`config.mk`:
```
export PLATFORM = sky130hd
export DESIGN_NAME = mmio_uart
export DESIGN_NICKNAME = d
export VERILOG_FILES = /design/src/rtl/mmio_uart_pkg.sv /design/src/rtl/uart_tx_fifo.sv /design/src/rtl/mmio_uart.sv
export SDC_FILE = /design/constraint.sdc
export NUM_CORES = 1
export LEC_CHECK = 0
export ABC_CLOCK_PERIOD_IN_PS = 7480
export BUFFER_PORTS_ARGS = -buffer_cell sky130_fd_sc_hd__buf_2
export CELL_PAD_IN_SITES_DETAIL_PLACEMENT = 1
export CELL_PAD_IN_SITES_GLOBAL_PLACEMENT = 1
export CORE_ASPECT_RATIO = 0.7
export CORE_MARGIN = 5
export CORE_UTILIZATION = 45
export DETAILED_ROUTE_END_ITERATION = 10
export GPL_TIMING_DRIVEN = 1
export PLACE_DENSITY_LB_ADDON = 0.1
export SYNTH_ARGS = -nofsm -noshare
export SYNTH_HDL_FRONTEND = slang
export SYNTH_SLANG_ARGS = --single-unit
```
`constraint.sdc`:
```
create_clock -name clk -period 7.48 [get_ports clk]
set_clock_uncertainty 0.05 [all_clocks]
set_input_delay 1.496 -clock clk [delete_from_list [all_inputs] [get_ports clk]]
set_output_delay 1.496 -clock clk [all_outputs]
set_load 0.02 [all_outputs]
```
`src/rtl/mmio_uart_pkg.sv`:
```
// Shared definitions for the memory-mapped UART: register offsets, STATUS bit
// positions and the TX/RX state encoding.
package mmio_uart_pkg;

  localparam logic [3:0] OFS_TXDATA  = 4'h0;
  localparam logic [3:0] OFS_RXDATA  = 4'h4;
  localparam logic [3:0] OFS_STATUS  = 4'h8;
  localparam logic [3:0] OFS_BAUDDIV = 4'hC;

  localparam int ST_TX_FULL     = 0;
  localparam int ST_TX_EMPTY    = 1;
  localparam int ST_RX_VALID    = 2;
  localparam int ST_RX_OVERRUN  = 3;
  localparam int ST_TX_BUSY     = 4;
  localparam int ST_TX_OVERFLOW = 5;

  typedef enum logic [1:0] {IDLE, START, DATA, STOP} uart_state_t;

  // Word-granular decode: the byte lane bits of the offset are ignored.
  function automatic logic reg_hit(input logic [3:0] a, input logic [3:0] ofs);
    return a[3:2] == ofs[3:2];
  endfunction

endpackage

```
`src/rtl/uart_tx_fifo.sv`:
```
// Byte FIFO feeding the UART transmitter. A pop in the same cycle as a push
// into a full FIFO frees the slot first, so that push is accepted.
module uart_tx_fifo #(
  parameter int DEPTH = 8
) (
  input  logic                     clk,
  input  logic                     rst,
  input  logic                     push_i,
  input  logic                     pop_i,
  input  logic [7:0]               wdata_i,
  output logic [7:0]               rdata_o,
  output logic                     full_o,
  output logic                     empty_o,
  output logic [$clog2(DEPTH):0]   count_o
);

  localparam int AW = $clog2(DEPTH);

  logic [7:0]    mem_q [DEPTH];
  logic [AW-1:0] wr_ptr_q, rd_ptr_q;
  logic [AW:0]   count_q, count_d;
  logic          do_push, do_pop;

  assign empty_o = (count_q == '0);
  assign full_o  = (count_q == (AW+1)'(DEPTH));
  assign do_pop  = pop_i && !empty_o;
  assign do_push = push_i && (!full_o || do_pop);
  assign count_d = count_q + (AW+1)'(do_push) - (AW+1)'(do_pop);

  assign rdata_o = mem_q[rd_ptr_q];
  assign count_o = count_q;

  always_ff @(posedge clk) begin
    if (do_push) mem_q[wr_ptr_q] <= wdata_i;
  end

  always_ff @(posedge clk) begin
    if (rst) begin
      wr_ptr_q <= '0;
      rd_ptr_q <= '0;
      count_q  <= '0;
    end else begin
      if (do_push) wr_ptr_q <= wr_ptr_q + AW'(1);
      if (do_pop)  rd_ptr_q <= rd_ptr_q + AW'(1);
      count_q <= count_d;
    end
  end

endmodule

```
`src/rtl/mmio_uart.sv`:
```
// Memory-mapped UART responder on the LSU data path with fixed 2-cycle read
// latency. The receiver is only built when MMIO_UART_RX_EN is defined.
//
// state | meaning (shared by TX and RX FSMs)
// IDLE  | line idle; TX waits for a FIFO byte, RX waits for a falling edge
// START | start bit (RX: half-bit wait then glitch-reject resample)
// DATA  | 8 data bits, LSB first
// STOP  | stop bit; TX chains the next byte without an idle gap
module mmio_uart
  import mmio_uart_pkg::*;
#(
  parameter int TX_FIFO_DEPTH    = 8,
  parameter int DEFAULT_BAUD_DIV = 1215
) (
  input  logic        clk,
  input  logic        rst,
  input  logic        sel,
  input  logic        we,
  input  logic [1:0]  data_width,
  input  logic [3:0]  addr,
  input  logic [31:0] wdata,
  output logic [31:0] rdata,
  output logic        tx,
  input  logic        rx
);

  localparam int CW = $clog2(TX_FIFO_DEPTH) + 1;

  logic        wr_en, rd_en, push, wr_status, wr_baud;
  logic [15:0] baud_q;
  logic        tx_ovf_q;
  logic [31:0] rd_val, rd_pipe_q, rdata_q;

  logic        fifo_full, fifo_empty, fifo_pop;
  logic [7:0]  fifo_head;
  logic [CW-1:0] fifo_count;

  uart_state_t tx_state_q;
  logic [15:0] tx_cnt_q;
  logic [2:0]  tx_bit_q;
  logic [7:0]  tx_shreg_q;
  logic        tx_q, tx_busy;

  logic        rx_valid_q, rx_ovr_q;
  logic [7:0]  rx_byte_q;

  assign wr_en     = sel && we;
  assign rd_en     = sel && !we;
  assign push      = wr_en && reg_hit(addr, OFS_TXDATA);
  assign wr_status = wr_en && reg_hit(addr, OFS_STATUS);
  assign wr_baud   = wr_en && reg_hit(addr, OFS_BAUDDIV);

  always_ff @(posedge clk) begin
    if (rst) begin
      baud_q   <= 16'(DEFAULT_BAUD_DIV);
      tx_ovf_q <= 1'b0;
    end else begin
      if (wr_baud) baud_q <= (wdata[15:0] == 16'd0) ? 16'd1 : wdata[15:0];
      if (push && fifo_full && !fifo_pop) tx_ovf_q <= 1'b1;
      else if (wr_status && wdata[ST_TX_OVERFLOW]) tx_ovf_q <= 1'b0;
    end
  end

  uart_tx_fifo #(.DEPTH(TX_FIFO_DEPTH)) u_fifo (
    .clk     (clk),
    .rst     (rst),
    .push_i  (push),
    .pop_i   (fifo_pop),
    .wdata_i (wdata[7:0]),
    .rdata_o (fifo_head),
    .full_o  (fifo_full),
    .empty_o (fifo_empty),
    .count_o (fifo_count)
  );

  // Pop either from IDLE or at the end of STOP so frames run back to back.
  assign fifo_pop = !fifo_empty &&
                    ((tx_state_q == IDLE) || ((tx_state_q == STOP) && (tx_cnt_q == 16'd0)));
  assign tx_busy  = (tx_state_q != IDLE);
  assign tx       = tx_q;

  always_ff @(posedge clk) begin
    if (rst) begin
      tx_state_q <= IDLE;
      tx_cnt_q   <= 16'd0;
      tx_bit_q   <= 3'd0;
      tx_shreg_q <= 8'd0;
      tx_q       <= 1'b1;
    end else begin
      unique case (tx_state_q)
        IDLE: begin
          if (fifo_pop) begin
            tx_shreg_q <= fifo_head;
            tx_cnt_q   <= baud_q;
            tx_q       <= 1'b0;
            tx_state_q <= START;
          end
        end
        START: begin
          if (tx_cnt_q == 16'd0) begin
            tx_cnt_q   <= baud_q;
            tx_bit_q   <= 3'd0;
            tx_q       <= tx_shreg_q[0];
            tx_state_q <= DATA;
          end else begin
            tx_cnt_q <= tx_cnt_q - 16'd1;
          end
        end
        DATA: begin
          if (tx_cnt_q == 16'd0) begin
            tx_cnt_q <= baud_q;
            if (tx_bit_q == 3'd7) begin
              tx_q       <= 1'b1;
              tx_state_q <= STOP;
            end else begin
              tx_bit_q   <= tx_bit_q + 3'd1;
              tx_shreg_q <= {1'b0, tx_shreg_q[7:1]};
              tx_q       <= tx_shreg_q[1];
            end
          end else begin
            tx_cnt_q <= tx_cnt_q - 16'd1;
          end
        end
        STOP: begin
          if (tx_cnt_q == 16'd0) begin
            if (fifo_pop) begin
              tx_shreg_q <= fifo_head;
              tx_cnt_q   <= baud_q;
              tx_q       <= 1'b0;
              tx_state_q <= START;
            end else begin
              tx_state_q <= IDLE;
            end
          end else begin
            tx_cnt_q <= tx_cnt_q - 16'd1;
          end
        end
      endcase
    end
  end

`ifdef MMIO_UART_RX_EN
  uart_state_t rx_state_q;
  logic        rx_s1_q, rx_s2_q, rx_prev_q, rx_dlv_q, rd_rx;
  logic [15:0] rx_cnt_q, rx_half_m1;
  logic [16:0] rx_half;
  logic [2:0]  rx_bit_q;
  logic [7:0]  rx_shreg_q;
  logic        unused_ok;

  assign rd_rx      = rd_en && reg_hit(addr, OFS_RXDATA);
  assign rx_half    = ({1'b0, baud_q} + 17'd1) >> 1;
  assign rx_half_m1 = rx_half[15:0] - 16'd1;
  assign unused_ok  = ^{data_width, addr[1:0], wdata[31:16], fifo_count, rx_half[16]};

  always_ff @(posedge clk) begin
    if (rst) begin
      rx_s1_q    <= 1'b1;
      rx_s2_q    <= 1'b1;
      rx_prev_q  <= 1'b1;
      rx_state_q <= IDLE;
      rx_cnt_q   <= 16'd0;
      rx_bit_q   <= 3'd0;
      rx_shreg_q <= 8'd0;
      rx_dlv_q   <= 1'b0;
    end else begin
      rx_s1_q   <= rx;
      rx_s2_q   <= rx_s1_q;
      rx_prev_q <= rx_s2_q;
      rx_dlv_q  <= 1'b0;
      unique case (rx_state_q)
        IDLE: begin
          if (rx_prev_q && !rx_s2_q) begin
            rx_cnt_q   <= rx_half_m1;
            rx_state_q <= START;
          end
        end
        START: begin
          if (rx_cnt_q == 16'd0) begin
            rx_cnt_q   <= baud_q;
            rx_bit_q   <= 3'd0;
            rx_state_q <= rx_s2_q ? IDLE : DATA;
          end else begin
            rx_cnt_q <= rx_cnt_q - 16'd1;
          end
        end
        DATA: begin
          if (rx_cnt_q == 16'd0) begin
            rx_shreg_q <= {rx_s2_q, rx_shreg_q[7:1]};
            rx_cnt_q   <= baud_q;
            rx_bit_q   <= rx_bit_q + 3'd1;
            if (rx_bit_q == 3'd7) rx_state_q <= STOP;
          end else begin
            rx_cnt_q <= rx_cnt_q - 16'd1;
          end
        end
        STOP: begin
          // A low stop bit drops the byte; IDLE then needs a fresh high-to-low edge.
          if (rx_cnt_q == 16'd0) begin
            rx_dlv_q   <= rx_s2_q;
            rx_state_q <= IDLE;
          end else begin
            rx_cnt_q <= rx_cnt_q - 16'd1;
          end
        end
      endcase
    end
  end

  always_ff @(posedge clk) begin
    if (rst) begin
      rx_valid_q <= 1'b0;
      rx_ovr_q   <= 1'b0;
      rx_byte_q  <= 8'd0;
    end else begin
      if (rd_rx) begin
        rx_valid_q <= 1'b0;
        rx_ovr_q   <= 1'b0;
      end
      if (rx_dlv_q) begin
        if (rx_valid_q && !rd_rx) begin
          rx_ovr_q <= 1'b1;
        end else begin
          rx_valid_q <= 1'b1;
          rx_byte_q  <= rx_shreg_q;
        end
      end
    end
  end
`else
  logic unused_ok;
  assign rx_valid_q = 1'b0;
  assign rx_ovr_q   = 1'b0;
  assign rx_byte_q  = 8'd0;
  assign unused_ok  = ^{data_width, addr[1:0], wdata[31:16], fifo_count, rx};
`endif

  always_comb begin
    rd_val = 32'd0;
    case (addr[3:2])
      OFS_RXDATA[3:2]:  rd_val = {rx_valid_q, 23'd0, rx_byte_q};
      OFS_STATUS[3:2]:  rd_val = {26'd0, tx_ovf_q, tx_busy, rx_ovr_q, rx_valid_q,
                                  fifo_empty, fifo_full};
      OFS_BAUDDIV[3:2]: rd_val = {16'd0, baud_q};
      default:          rd_val = 32'd0;
    endcase
  end

  // Two-stage read pipeline; bubbles carry zero so rdata is 0 when idle.
  always_ff @(posedge clk) begin
    if (rst) begin
      rd_pipe_q <= 32'd0;
      rdata_q   <= 32'd0;
    end else begin
      rd_pipe_q <= rd_en ? rd_val : 32'd0;
      rdata_q   <= rd_pipe_q;
    end
  end

  assign rdata = rdata_q;

endmodule

```
# --- Word level (Yosys, flattened, before mapping) ---
# Memory sizes are Yosys's and may differ from the RTL's. A register that Yosys moved wholly into a read port is not among the register bits.
# Index checks and enable logic that the tools add are counted.
op_classes:
  add_sub_neg: 6
  n_mul: 0
  n_div: 0
  order_cmp: 0
  n_eq_ne: 13
  shift: 0
  n_mux: 34
  bitwise: 1
  reduce_logical: 33
ops:
  columns: ["operator", "n"]
  rows:
  - ["16-bit 2-to-1 mux", 4]
  - ["16-bit case mux with 3 select lines", 1]
  - ["16-bit logical NOT", 2]
  - ["8-bit 2-to-1 mux", 4]
  - ["16-bit case mux with 2 select lines", 1]
  - ["8-bit case mux with 3 select lines", 1]
  - ["16-bit by 1-bit subtractor with 16-bit output, second input constant", 1]
  - ["3-bit 2-to-1 mux", 5]
  - ["1-bit logical AND", 12]
  - ["1-bit 2-to-1 mux", 10]
  - ["2-bit 2-to-1 mux", 5]
  - ["2-bit inequality test, second input constant", 5]
  - ["3-bit by 1-bit adder with 3-bit output, second input constant", 3]
  - ["2-bit == test, second input constant", 4]
  - ["2-bit case mux with 4 select lines", 1]
  - ["4-bit AND reduction", 2]
  - ["3-bit case mux with 2 select lines", 1]
  - ["2-bit nonzero test", 3]
  - ["5-bit AND reduction", 1]
  - ["4-bit by 1-bit adder with 4-bit output", 1]
  - ["4-bit == test, second input constant", 1]
  - ["1-bit logical NOT", 4]
  - ["2-bit logical NOT", 2]
  - ["4-bit logical NOT", 1]
  - ["other kinds (10)", 12]
totals:
  regBits: 121
  latch_bits: 0
  mem_bits_rw: 64
  rom_bits: 0
  input_bits: 43
  elab_cells: 100
  mem_count: 1
mem_list:
  columns: ["name", "words", "width", "rd", "rd_clocked_by_memory_dff", "write_ports", "line_no", "rtl"]
  rows:
  - ["u_fifo.mem_q", 8, 8, 1, 1, 1, "uart_tx_fifo.sv:19", "logic [7:0] mem_q [DEPTH];"]

# --- Longest topological paths before layout ---
logic_depth:
  ltp_word: 9
  ltp_mapped: 15
  ltp_nobuf: 13

# --- Cells and area by module ---
# Synthesis repeated with hierarchy kept, for this count alone.
unflattened:
  cells_unflattened: 653
  hier_area_um2: 7248.2
by_module_without_submodules:
  columns: ["mod", "n_inst", "cells_each", "area_per_inst_um2"]
  rows:
  - ["mmio_uart", 1, 467, 4060.1]
  - ["uart_tx_fifo", 1, 186, 3188.1]

# --- Least setup slack after synthesis ---
# Ideal clock, no wire load.
synth_path:
  path_type: "input -> register"
  from: "input port we"
  to: "memory u_fifo.mem_q[1][0], enable pin"
  setup_time_ns: 0.398
  t_arrival_ns: 2.920
  required_ns: 7.032
  setup_slack_ns: 4.112
  cell_stages: 4
  path_buffers: 0
  cell_sequence: "nor2b_1 > and3b_1 > o21ai_2 > nor4b_1"
synth_between:
  elab_chain_cells: 5
synth_rtl:
  columns: ["item", "line_no", "rtl"]
  rows:
  - ["start, declared", "mmio_uart.sv:18", "input logic we,"]
  - ["1-bit logical AND", "mmio_uart.sv:47", "assign wr_en = sel && we;"]
  - ["1-bit logical AND", "mmio_uart.sv:49", "assign push = wr_en && reg_hit(addr, OFS_TXDATA);"]
  - ["1-bit logical AND", "uart_tx_fifo.sv:27", "assign do_push = push_i && (!full_o || do_pop);"]
  - ["1-bit 2-to-1 mux", "uart_tx_fifo.sv:34", "if (do_push) mem_q[wr_ptr_q] <= wdata_i;"]
  - ["1-bit 2-to-1 mux (not written as such)", "uart_tx_fifo.sv:34", null]
  - ["end, declared", "uart_tx_fifo.sv:19", null]
# Every way passes these cells.

# --- Final worst setup path ---
layout_path:
  from: "register tx_cnt_q[0]"
  to: "memory u_fifo.mem_q[6][2], enable pin"
layout_between:
  elab_chain_cells: 9
layout_rtl:
  columns: ["item", "line_no", "rtl"]
  rows:
  - ["start, declared", "mmio_uart.sv:39", "logic [15:0] tx_cnt_q;"]
  - ["start signal, assigned", "mmio_uart.sv:94", "tx_cnt_q <= baud_q;"]
  - ["start signal, assigned", "mmio_uart.sv:101", "tx_cnt_q <= baud_q;"]
  - ["start signal, assigned", "mmio_uart.sv:106", "tx_cnt_q <= tx_cnt_q - 16'd1;"]
  - ["16-bit logical NOT", "mmio_uart.sv:78", "((tx_state_q == IDLE) || ((tx_state_q == STOP) && (tx_cnt_q == 16'd0)));"]
  - ["1-bit logical AND", "mmio_uart.sv:78", null]
  - ["1-bit logical OR", "mmio_uart.sv:78", null]
  - ["1-bit logical AND", "mmio_uart.sv:77", "assign fifo_pop = !fifo_empty &&"]
  - ["1-bit logical AND", "uart_tx_fifo.sv:26", "assign do_pop = pop_i && !empty_o;"]
  - ["1-bit logical OR", "uart_tx_fifo.sv:27", null]
  - ["1-bit logical AND", "uart_tx_fifo.sv:27", null]
  - ["1-bit 2-to-1 mux", "uart_tx_fifo.sv:34", null]
  - ["1-bit 2-to-1 mux (not written as such)", "uart_tx_fifo.sv:34", null]
# Every way passes these cells.

==> impl_metrics.py <==
metrics = {
    "final_layout": {
        "fin_nets": 714,
        "final_cell_mix": "92 x dfxtp_1, 64 x edfxtp_1, 43 x nand2_1",
        "area_growth_pct": 12.38,
        "finalInstanceArea_um2": 7816,
        "antenna_cells": 0,
        "fin_util_pct": 51.05,
        "final_common_cell": "dfxtp_1",
        "layout-drive-gt1-share_pct": 16.49,
    },
    "timing": {
        "setup_slack_ns": 3.708,
        "period_needed_ns": 3.772,
        "rsz0062_at_grt": "false",
        "setup_viol": 0,
        "slew_violations": 0,
        "tightest_slew_ns": 1.103,
        "setup_tns_ns": 0,
        "fmax_ghz": 0.2651,
        "slew_headroom_pct": 26.34,
        "hold_viol": 0,
        "min_period_over_period_pct": 50.43,
    },
    "clock_network": {
        "cts.sinks": 156,
        "cts_buffers": 17,
        "h-tree-depth": 4,
        "cts_tree": "done",
        "post_cts_buffers": 0,
        "cts_resized": 0,
        "clkTransAtPathRegs_ns": 0.06,
        "ctsHoldBuffers": 0,
        "clk_latency_ns": 0.43,
        "cts_root_buffer": "clkbuf_16",
        "clockBufferDepth": 2,
    },
    "floorplan": {
        "fp.dieW_um": 158.6,
        "core_um2": 15310,
        "io_pins": 76,
        "die_h_um": 114.0,
        "die_area_um2": 18080,
        "row_count": 38,
        "start_util_pct": 45.43,
    },
    "routing": {
        "drt_iter0_markers": 322,
        "ant_nets": 0,
        "drtPass1Iterations": 5,
        "drc": 0,
        "wl_per_cell_um": 20.98,
        "routed_wl_um": 18190,
        "vias_per_cell": 5.739,
        "vias": 4976,
    },
    "synthesis": {
        "synth_warnings": 0,
        "avgSynthCellArea_um2": 11.15,
        "synth_edf_count": 64,
        "yosys.area.top_type": "edfxtp_1",
        "synth-seq-cells": 156,
        "ys_top_cells_by_area": "edfxtp_1 28%, dfxtp_1 26%, mux4_2 5.2%, mux2i_1 3.7%, a21oi_1 3.0%",
        "synth_top_area_share_pct": 27.63,
        "synth_area_um2": 6955,
        "synthArstFlopShare_pct": 0,
        "synth_cells": 624,
        "ys.flop_type": "dfxtp_1",
        "synthDistinctLibCells": 68,
        "yosysSeqAreaShare_pct": 54.11,
    },
    "worst_setup_path": {
        "end_kind": "flip-flop",
        "critPathRequiredTime_ns": 7.48,
        "path_class": "reg -> reg",
        "cp-start-kind": "flip-flop",
        "path_cells": "inv_1 -> ha_1 -> nor2b_1 -> and4b_1 -> a221oi_1 -> nand3b_1 -> nor2_1",
        "reg2reg_depth": 7,
        "critPathArrivalTime_ns": 3.78,
        "r2r_start": "tx_cnt_q[0]",
        "crit_path_max_fanout": 13,
        "r2r_slack_ns": 3.71,
        "critical-path-max-stage-delay_ns": 0.77,
        "slowest_stage": "nor2_1",
        "rr_endpoint": "u_fifo.mem_q[6][2]",
    },
    "place": {
        "postPlaceCellArea_um2": 7257,
        "portBuffers": 38,
        "place_ws_ns": 3.840,
        "dp_hpwl_um": 12310,
        "place_congestion": 0.8514,
    },
    "worst_hold_path": {
        "whs_endpoint": "rdata[3]",
        "hp-start": "rd_pipe_q[3]",
        "min_path_cells": 1,
        "hold_path.class": "reg -> reg",
    },
    "global_routing": {
        "antenna_found_initial": 0,
        "grt_overflow": 0,
        "grt_pass1_wl_um": 28860,
        "grt_max_degree": 55,
        "track_usage_pct": 21.13,
        "grt_pass1_vias": 5159,
    },
    "pwr": {
        "p_per_area_nw_per_um2": 360.7,
        "ir_drop_uv": 206.6,
        "leakage_uw": 0.002917,
    },
    "outcome": {
        "status": "complete, no violations",
    },
    "flow_run": {
        "cap_viol_max_count": 0,
    },
}
==> critical path, delay by kind of cell, from the launching register on <==
family,cells,cell delay [ns]
AND/OR/NAND/NOR,4,2.30
flip-flops,1,0.38
AO/OA/AOI/OAI,1,0.33
adder cells (fa/ha/maj),1,0.23
buffers and inverters,1,0.10
==> sequential cells by signal, indices dropped and copies added, names as in the netlist, named ones only <==
| name | cells |
|---|---|
| tx_shreg_q | 8 |
| u_fifo.mem_q | 64 |
| tx_cnt_q | 15 |
| tx_ovf_q | 1 |
| tx | 1 |
| baud_q | 16 |
| rdata | 16 |
| u_fifo.count_o | 4 |
| tx_state_q | 2 |
| tx_bit_q | 3 |
| u_fifo.rd_ptr_q | 3 |
| u_fifo.wr_ptr_q | 3 |
| rd_pipe_q | 16 |
==> synth_stat cells, drive strengths merged, types with 2 or more instances <==
| master | number |
|---|---|
| a211o | 3 |
| nand3b | 10 |
| a221oi | 4 |
| o221ai | 3 |
| mux2i | 26 |
| and2 | 14 |
| nor4 | 9 |
| o211ai | 2 |
| nor2b | 19 |
| a21oi | 41 |
| buf | 25 |
| clkbuf | 23 |
| o22ai | 6 |
| xnor2 | 7 |
| o32ai | 7 |
| nor3b | 2 |
| edfxtp | 64 |
| o31ai | 4 |
| ha | 16 |
| nand4 | 5 |
| o21bai | 2 |
| nand2b | 10 |
| mux4 | 16 |
| nor2 | 38 |
| o21ai | 27 |
| mux2 | 8 |
| or2 | 3 |
| nor3 | 14 |
| a31oi | 2 |
| a32oi | 2 |
| nand4b | 3 |
| or4 | 5 |
| nand3 | 8 |
| or3 | 8 |
| xor2 | 4 |
| nand2 | 43 |
| dfxtp | 92 |
| inv | 28 |
==> how the worst max path moves through the flow <==
stage | from | to | slack (ns) | depth (start not counted)
after floorplan | we | u_fifo.mem_q[1][0] | 4.11 | 4
after global placement | tx_cnt_q[0] | u_fifo.mem_q[7][0] | 3.97 | 7
after detailed placement | tx_cnt_q[0] | u_fifo.mem_q[6][1] | 3.84 | 7
after CTS | tx_cnt_q[0] | u_fifo.mem_q[6][5] | 3.72 | 7
after global routing | tx_cnt_q[0] | u_fifo.mem_q[6][5] | 3.47 | 7
final | tx_cnt_q[0] | u_fifo.mem_q[6][2] | 3.71 | 7
==> power breakdown <==
part,internal (uW),switching (uW),leakage (uW)
Sequential,951,94.4,0.00132
Combinational,386,563,0.00132
Clock,454,371,0.000277
Total,1790,1030,0.00292
==> area by class of cell <==
class	instances	area, um^2
Inverter	28	105.1
Multi-Input combinational cell	407	2903
Sequential cell	156	3764
Clock buffer	20	457.9
Tap cell	200	250.2
Clock inverter	12	101.3
Fill cell	1664	7493
Timing Repair Buffer	44	235.2
==> cell families (layout without fill, tap and decap cells) <==
group / count (synthesis) / after routing / share of synthesized area, %
AOI/OAI and AO/OA: 116 / 116 / 10.63
xor gates and xnor gates: 11 / 11 / 1.385
adders and majority gates: 17 / 17 / 3.166
buffers and inverters: 76 / 104 / 5.163
DFF: 156 / 156 / 54.11
muxes: 50 / 50 / 10.27
other: 1 / 16 / 0.05391
and+or+nand+nor: 197 / 197 / 15.22
==> through the flow <==
stage	hold WS [ns]	total power [uW]	instances
4_1_cts	0.3908	2834	867
3_5_place_dp	0.3781	1992	835
2_1_floorplan	0.3638	1763	639
3_3_place_gp	0.3728	1950	835
6_report	0.3897	2819	867
5_1_grt	0.4098	2986	867
==> per-layer routing <==
metal | GRT usage, % | part of all wire (%) | vias to the layer above
li1 | - | - | 2315
met1 | 31.16 | 48 | 2506
met2 | 31.99 | 45 | 140
met3 | 4.816 | 5.7 | 15
met4 | 4.545 | 1.0 | 0
met5 | 0 | 0 | -
Power figures use the tool's default switching activity.
